===== src/rtl/intrument_unit_capture_master.sv =====
// intrument_unit_capture_master: Avalon-MM write master packing 16-bit samples into 32-bit words, single-shot or ring capture
module intrument_unit_capture_master #(
  parameter int ADDR_W   = 19,
  parameter int SAMPLE_W = 16
) (
  input  logic                clk,
  input  logic                reset,
  input  logic [ADDR_W-1:0]   cfg_base,
  input  logic [ADDR_W:0]     cfg_words,
  input  logic                cfg_ring,
  input  logic                start,
  input  logic                stop,
  input  logic                smp_valid,
  input  logic [SAMPLE_W-1:0] smp_data,
  output logic [ADDR_W-1:0]   m_address,
  output logic                m_chipselect,
  output logic                m_write,
  output logic [3:0]          m_byteenable,
  output logic [31:0]         m_writedata,
  output logic                busy,
  output logic                done,
  output logic [ADDR_W-1:0]   wr_ptr,
  output logic [7:0]          wrap_cnt
);
  typedef enum logic [1:0] {IDLE, CAPTURE, FLUSH} state_t;
  state_t state_q, state_d;
  logic [ADDR_W-1:0] base_q, base_d, ptr_q, ptr_d, addr_q, addr_d, last, ptr_nx;
  logic [ADDR_W:0] words_q, words_d, cnt_q, cnt_d;
  logic [SAMPLE_W-1:0] held_q, held_d;
  logic [3:0] be_q, be_d;
  logic [31:0] data_q, data_d;
  logic [7:0] wrap_q, wrap_d;
  logic ring_q, ring_d, half_q, half_d, fin_q, fin_d, wr_q, wr_d, done_q, done_d, busy_q, busy_d, at_last;
  assign last = base_q + words_q[ADDR_W-1:0] - ADDR_W'(1);
  assign at_last = ptr_q == last;
  assign ptr_nx = at_last ? base_q : ptr_q + ADDR_W'(1);
  // fin_q holds the block busy for the cycle carrying the last strobe, so done follows it
  always_comb begin
    state_d = state_q;
    base_d = base_q;
    words_d = words_q;
    ring_d = ring_q;
    ptr_d = ptr_q;
    cnt_d = cnt_q;
    half_d = half_q;
    held_d = held_q;
    fin_d = fin_q;
    wrap_d = wrap_q;
    wr_d = 1'b0;
    addr_d = '0;
    be_d = '0;
    data_d = '0;
    done_d = 1'b0;
    if (state_q == IDLE) begin
      if (start && cfg_words != '0) begin
        state_d = CAPTURE;
        base_d = cfg_base;
        words_d = cfg_words;
        ring_d = cfg_ring;
        ptr_d = cfg_base;
        cnt_d = '0;
        half_d = 1'b0;
        wrap_d = '0;
        fin_d = 1'b0;
      end
    end else if (fin_q) begin
      state_d = IDLE;
      done_d = 1'b1;
      fin_d = 1'b0;
      half_d = 1'b0;
    end else if (state_q == FLUSH) begin
      wr_d = 1'b1;
      addr_d = ptr_q;
      be_d = 4'b0011;
      data_d = {{SAMPLE_W{1'b0}}, held_q};
      ptr_d = ptr_nx;
      half_d = 1'b0;
      fin_d = 1'b1;
    end else begin
      if (smp_valid) begin
        half_d = !half_q;
        held_d = half_q ? held_q : smp_data;
        if (half_q) begin
          wr_d = 1'b1;
          addr_d = ptr_q;
          be_d = 4'b1111;
          data_d = {smp_data, held_q};
          ptr_d = ptr_nx;
          cnt_d = cnt_q + (ADDR_W+1)'(1);
          fin_d = !ring_q && cnt_d == words_q;
        end
      end
      if (stop && !fin_d) begin
        if (half_d) state_d = FLUSH;
        else if (wr_d) fin_d = 1'b1;
        else begin
          state_d = IDLE;
          done_d = 1'b1;
        end
      end
    end
    if (wr_d && ring_q && at_last && wrap_q != 8'hff) wrap_d = wrap_q + 8'd1;
    busy_d = state_d != IDLE;
  end
  always_ff @(posedge clk) begin
    if (reset) begin
      state_q <= IDLE;
      base_q <= '0;
      words_q <= '0;
      ring_q <= 1'b0;
      ptr_q <= '0;
      cnt_q <= '0;
      half_q <= 1'b0;
      held_q <= '0;
      fin_q <= 1'b0;
      wrap_q <= '0;
      wr_q <= 1'b0;
      addr_q <= '0;
      be_q <= '0;
      data_q <= '0;
      done_q <= 1'b0;
      busy_q <= 1'b0;
    end else begin
      state_q <= state_d;
      base_q <= base_d;
      words_q <= words_d;
      ring_q <= ring_d;
      ptr_q <= ptr_d;
      cnt_q <= cnt_d;
      half_q <= half_d;
      held_q <= held_d;
      fin_q <= fin_d;
      wrap_q <= wrap_d;
      wr_q <= wr_d;
      addr_q <= addr_d;
      be_q <= be_d;
      data_q <= data_d;
      done_q <= done_d;
      busy_q <= busy_d;
    end
  end
  assign m_address = addr_q;
  assign m_chipselect = wr_q;
  assign m_write = wr_q;
  assign m_byteenable = be_q;
  assign m_writedata = data_q;
  assign busy = busy_q;
  assign done = done_q;
  assign wr_ptr = ptr_q;
  assign wrap_cnt = wrap_q;
endmodule


===== config.mk =====
export PLATFORM = sky130hd
export DESIGN_NAME = intrument_unit_capture_master
export DESIGN_NICKNAME = d
export VERILOG_FILES = /design/src/rtl/intrument_unit_capture_master.sv
export SDC_FILE = /design/constraint.sdc
export NUM_CORES = 1
export LEC_CHECK = 0
export ABC_AREA = 1
export CORE_UTILIZATION = 30
export CTS_CLUSTER_DIAMETER = 40
export CTS_CLUSTER_SIZE = 16
export DETAILED_ROUTE_END_ITERATION = 8
export SETUP_SLACK_MARGIN = 0.5
export SLEW_MARGIN = 20
export SYNTH_ARGS = -nofsm -noshare
export SYNTH_HDL_FRONTEND = slang
export SYNTH_SLANG_ARGS = --single-unit

===== constraint.sdc =====
create_clock -name clk -period 6.9 [get_ports clk]
set_input_delay 1.38 -clock clk [delete_from_list [all_inputs] [get_ports clk]]
set_output_delay 1.38 -clock clk [all_outputs]
set_load 0.01 [all_outputs]

== Word-level counts from Yosys, hierarchy flattened ==
Index checks and enable logic that the tools add are counted.

* Output and inout port bits: 86
* Word-level logic and storage cells: 126
* Input port bits: 61
* Flip-flop bits (word level): 165

* Add/sub/neg operators: 5
* Equal/unequal tests: 7
* Reductions and logical operators: 27
* Bitwise operators: 5
* Multiplexer cells: 64

{| class="wikitable"
|+ Operators by type and width
! kind !! number
|-
| 19-bit 2-to-1 mux || 10
|-
| 20-bit 2-to-1 mux || 6
|-
| 16-bit 2-to-1 mux || 3
|-
| 1-bit 2-to-1 mux || 32
|-
| 8-bit 2-to-1 mux || 3
|-
| 20-bit by 1-bit adder with 20-bit output (second input constant) || 1
|-
| 20-bit == test || 1
|-
| 20-bit nonzero test || 1
|-
| 19-bit by 1-bit adder with 19-bit output (second input constant) || 1
|-
| 19-bit adder || 1
|-
| 19-bit == test || 1
|-
| 19-bit by 1-bit subtractor with 19-bit output (second input constant) || 1
|-
| 2-bit 2-to-1 mux || 9
|-
| 5-bit AND reduction || 2
|-
| 2-bit nonzero test || 5
|-
| 8-bit by 1-bit adder with 8-bit output (second input constant) || 1
|-
| 8-bit != test (second input constant) || 1
|-
| 1-bit logical AND || 6
|-
| 3-bit nonzero test || 2
|-
| 6-bit OR reduction || 1
|-
| 1-bit NOT || 5
|-
| 5-bit OR reduction || 1
|-
| 4-bit 2-to-1 mux || 1
|-
| 2-bit by 1-bit != test with 1-bit output (second input constant) || 2
|-
| other kinds (8) || 11
|}

== Logic depth before layout (Yosys ltp) ==
* Word-level depth: 15
* Mapped depth: 24
* Depth with buffers taken out: 23

== Worst setup path after synthesis ==
Ideal clock, no wire load.

* Path type: input-to-reg
* Start: input cfg_words[7]
* End: register ptr_q[17], in the netlist wr_ptr[17]
* Setup time: 0.132 ns
* Path buffers: 2
* Data required time: 6.768 ns
* Path slack: 3.935 ns
* Stages: 11
* Arrival time: 2.833 ns
* Cell sequence: nor4_1 > nand3_1 > nand3b_1 > nand3_2 > o21ai_0 > o21ai_0 > buf_4 > clkbuf_1 > nor2_1 > nand2_1 > a21oi_1

* Longest elaborated chain between the ends: 4

{| class="wikitable"
|+ Ends and longest elaborated chain
! element !! RTL line !! text
|-
| from (decl) || 9 || <nowiki>input logic [ADDR_W:0] cfg_words,</nowiki>
|-
| 20-bit nonzero test || 55 || <nowiki>if (start && cfg_words != '0) begin</nowiki>
|-
| 1-bit logical AND || 55 ||
|-
| 2-bit by 1-bit != test with 1-bit output (no line) || - ||
|-
| 4-bit AND reduction (no line) || - ||
|-
| to (signal assigned) || 128 || <nowiki>ptr_q <= ptr_d;</nowiki>
|-
| to (decl) || 27 || <nowiki>logic [ADDR_W-1:0] base_q, base_d, ptr_q, ptr_d, addr_q, addr_d, last, ptr_nx;</nowiki>
|}

No other way between the ends.
A chain may end at the register's enable or synchronous reset.

== Final worst setup path ==
* Start: input cfg_words[15]
* End: register ptr_q[14], in the netlist wr_ptr[14]

The elaborated chain is that of the path after synthesis.

==> results.toml <==
[synth]
synthesis.nets = 1447
yosysSeqAreaShare_pct = 35.5
syn_area_per_cell_um2 = 6.83
yosysUniqueCellTypes = 40
ys_warn_count = 0
netlist_instances = 1345
synth-async-reset-ratio_pct = 0
synth_area_um2 = 9190
yosysTopAreaCellShare_pct = 35.5
yosys_most_used_dff = "dfxtp_1"
synth_edf_count = 0
synth_seq_cells = 163
synthTopCellsByArea = "dfxtp_1, nand2_1, inv_1"
synth_top_area_cell = "dfxtp_1"

[grt]
grt_pass1_wl_um = 44100
grt_max_degree = 65
globalRouteTotalUtil_pct = 18.1
grt_overflow = 0
grt_pass1_vias = 8280
antenna_found_initial = 0

[clocking]
ctsRootBufferMaster = "clkbuf_16"
clkTransAtPathRegs_ns = 0.07
insertion_delay_ns = 0.44
ctsResizeCount = 0
cts_buffers = 17
cts_setup_buffers = 0
cts_tree = "built"
cts_buffer_depth = 2
clock_sinks = 163
cts_htree_levels = 4
hold_buffers = 0

[drt]
first_iter_violations = 574
vias = 8743
drcViolationCount = 0
wl_per_cell_um = 14.9
routed_wl_um = 27800
firstDrtPassIters = 5
drt-vias-per-instance = 4.67
antenna_left = 0

[timing]
fin_worst_skew_ns = 0.0168
hold_violations = 0
fin_crit_ns = 3.88
fin_ws_ns = 3.02
drv_slew = 0
rsz0062_at_grt = "no"
worst_pin_slew_ns = 0.780
setup_tns_ns = 0
maxSlewHeadroom_pct = 47.9
setup_viol = 0
finalCritPeriodShare_pct = 56.3
max_freq_ghz = 0.257

[place]
dp_cells = 1840
gp_congestion = 0.855
place.port_buffers = 146
hpwl_um = 21000
place_ws_ns = 2.47

[pwr]
p_per_area_nw_per_um2 = 239
ir_drop_v = 0.000161
p_total_w = 0.00277
p_leak_nw = 4.92

[cells_and_area]
final_cells = 1872
layout_commonest_cell = "nand2_1"
num-nets-final = 1571
drive_gt1_share_pct = 5.67
final_cell_mix = "nand2_1, inv_1, dfxtp_1"
nFillCells = 3112
layout.area.seq_um2 = 3260
diodes = 0
multi_input_area_um2 = 4960
syn2layout_area_growth_pct = 26.1

[critical_path]
slowest_delay_ns = 0.61
slowest_stage = "nor4_1"
worst_setup_path_start_kind = "primary input"
cp_max_fo = 38
arrival_ns = 4.16
cp-end-kind = "flip-flop"
rr_endpoint = "wrap_cnt[7]$_SDFFE_PP0P_"
ff2ff_path_depth = 21
cp_cell_sequence = "clkdlybuf4s50_1 > nor4_1 > nand3_1 > nand3b_1 > nand3_2 > o21ai_0 > o21ai_2 > buf_4 > nor2_1 > nand2_1 > a21oi_1"
timing.rr.start = "words_q[1]$_SDFFE_PP0P_"
cp.required_ns = 7.18
crit_type = "primary input to flip-flop"
reg2reg_slack_ns = 3.02

[die]
die-height_um = 177
initial_core_util_pct = 30.7
core.rowCount = 63
core_area_um2 = 29900
num_io_pins = 147
die_x_um = 177
die_area_um2 = 31300

[hold_path]
hp-start = "held_q[7]$_SDFFE_PP0P_"
hold_path_class = "flip-flop to flip-flop"
whs_path_depth = 1
hold_end = "m_writedata[7]$_SDFF_PP0_"

[status]
status = "finished clean"

[job]
cap_violations = 0
==> critical path: cells and delay by family <==
| family | cells | cell delay [ns] |
|---|---|---|
| compound gates | 3 | 0.35 |
| simple gates | 6 | 1.55 |
| buf+inv | 2 | 0.87 |
==> through the flow <==
stage	cell area, um2	hold slack [ns]	util [%]
after global placement	11000	0.457	36.7
final	11600	0.466	38.8
after floorplan	9190	0.445	-
after global routing	11600	0.483	38.8
after detailed placement	11000	0.463	36.7
after CTS	11600	0.467	38.8
==> cell families after synthesis <==
kind of cell             after synthesis  share of synthesized area [%]
AND/OR/NAND/NOR                      655                           32.1
buffers and inverters                245                           10.6
flip-flops                           163                           35.5
adder cells (fa/ha/maj)               41                           5.67
XOR/XNOR                              54                           5.75
AO/OA/AOI/OAI                        187                           10.4
==> cells in the mapped netlist, drive strengths merged, types with 2 or more instances <==
library cell,count
or2,2
clkbuf,33
dfxtp,163
inv,192
xnor2,15
nand4,13
nor3b,22
a211oi,2
o21ai,67
ha,40
and2,5
nor4,5
xor2,35
buf,19
nor3,31
a21oi,114
nand3,113
nand2,333
nor2,124
xnor3,4
nand3b,7
==> layer usage <==
layer	track usage, %	share of wire (%)
met2	28.3	44
met4	5.96	2.2
met1	23.5	46
met3	5.76	7.4
met5	0	0
==> worst max path at each step <==
stage	from	to	slack [ns]	cells after the start
global placement	cfg_words[15]	wr_ptr[12]$_SDFFE_PP0P_	2.53	11
floorplan	cfg_words[7]	wr_ptr[17]$_SDFFE_PP0P_	3.94	11
finish	cfg_words[15]	wr_ptr[14]$_SDFFE_PP0P_	3.02	11
CTS	cfg_words[15]	wr_ptr[0]$_SDFFE_PP0P_	2.92	11
global route	words_q[1]$_SDFFE_PP0P_	wrap_cnt[5]$_SDFFE_PP0P_	2.61	21
detailed placement	cfg_words[15]	wr_ptr[6]$_SDFFE_PP0P_	2.47	11
==> power by group <==
part / internal, W / switching, W
clock network: 0.000521 / 0.000462
registers: 0.000982 / 0.0000407
logic: 0.000296 / 0.000472
==> final cells by class <==
class	instances	area share, %
Timing Repair Buffer	157	13.3
Sequential cell	163	28.2
Multi-Input combinational cell	937	42.8
Clock inverter	15	1.58
Tap cell	390	4.21
Inverter	193	6.25
Clock buffer	17	3.67
==> registers in the layout (all words and copies together), names as in the netlist, 2 cells and up <==
register      cells
base_q           19
state_q           2
wrap_cnt          8
held_q           16
cnt_q            20
m_writedata      32
m_byteenable      2
m_address        19
words_q          20
wr_ptr           19
(Power assumes the default switching activity.)
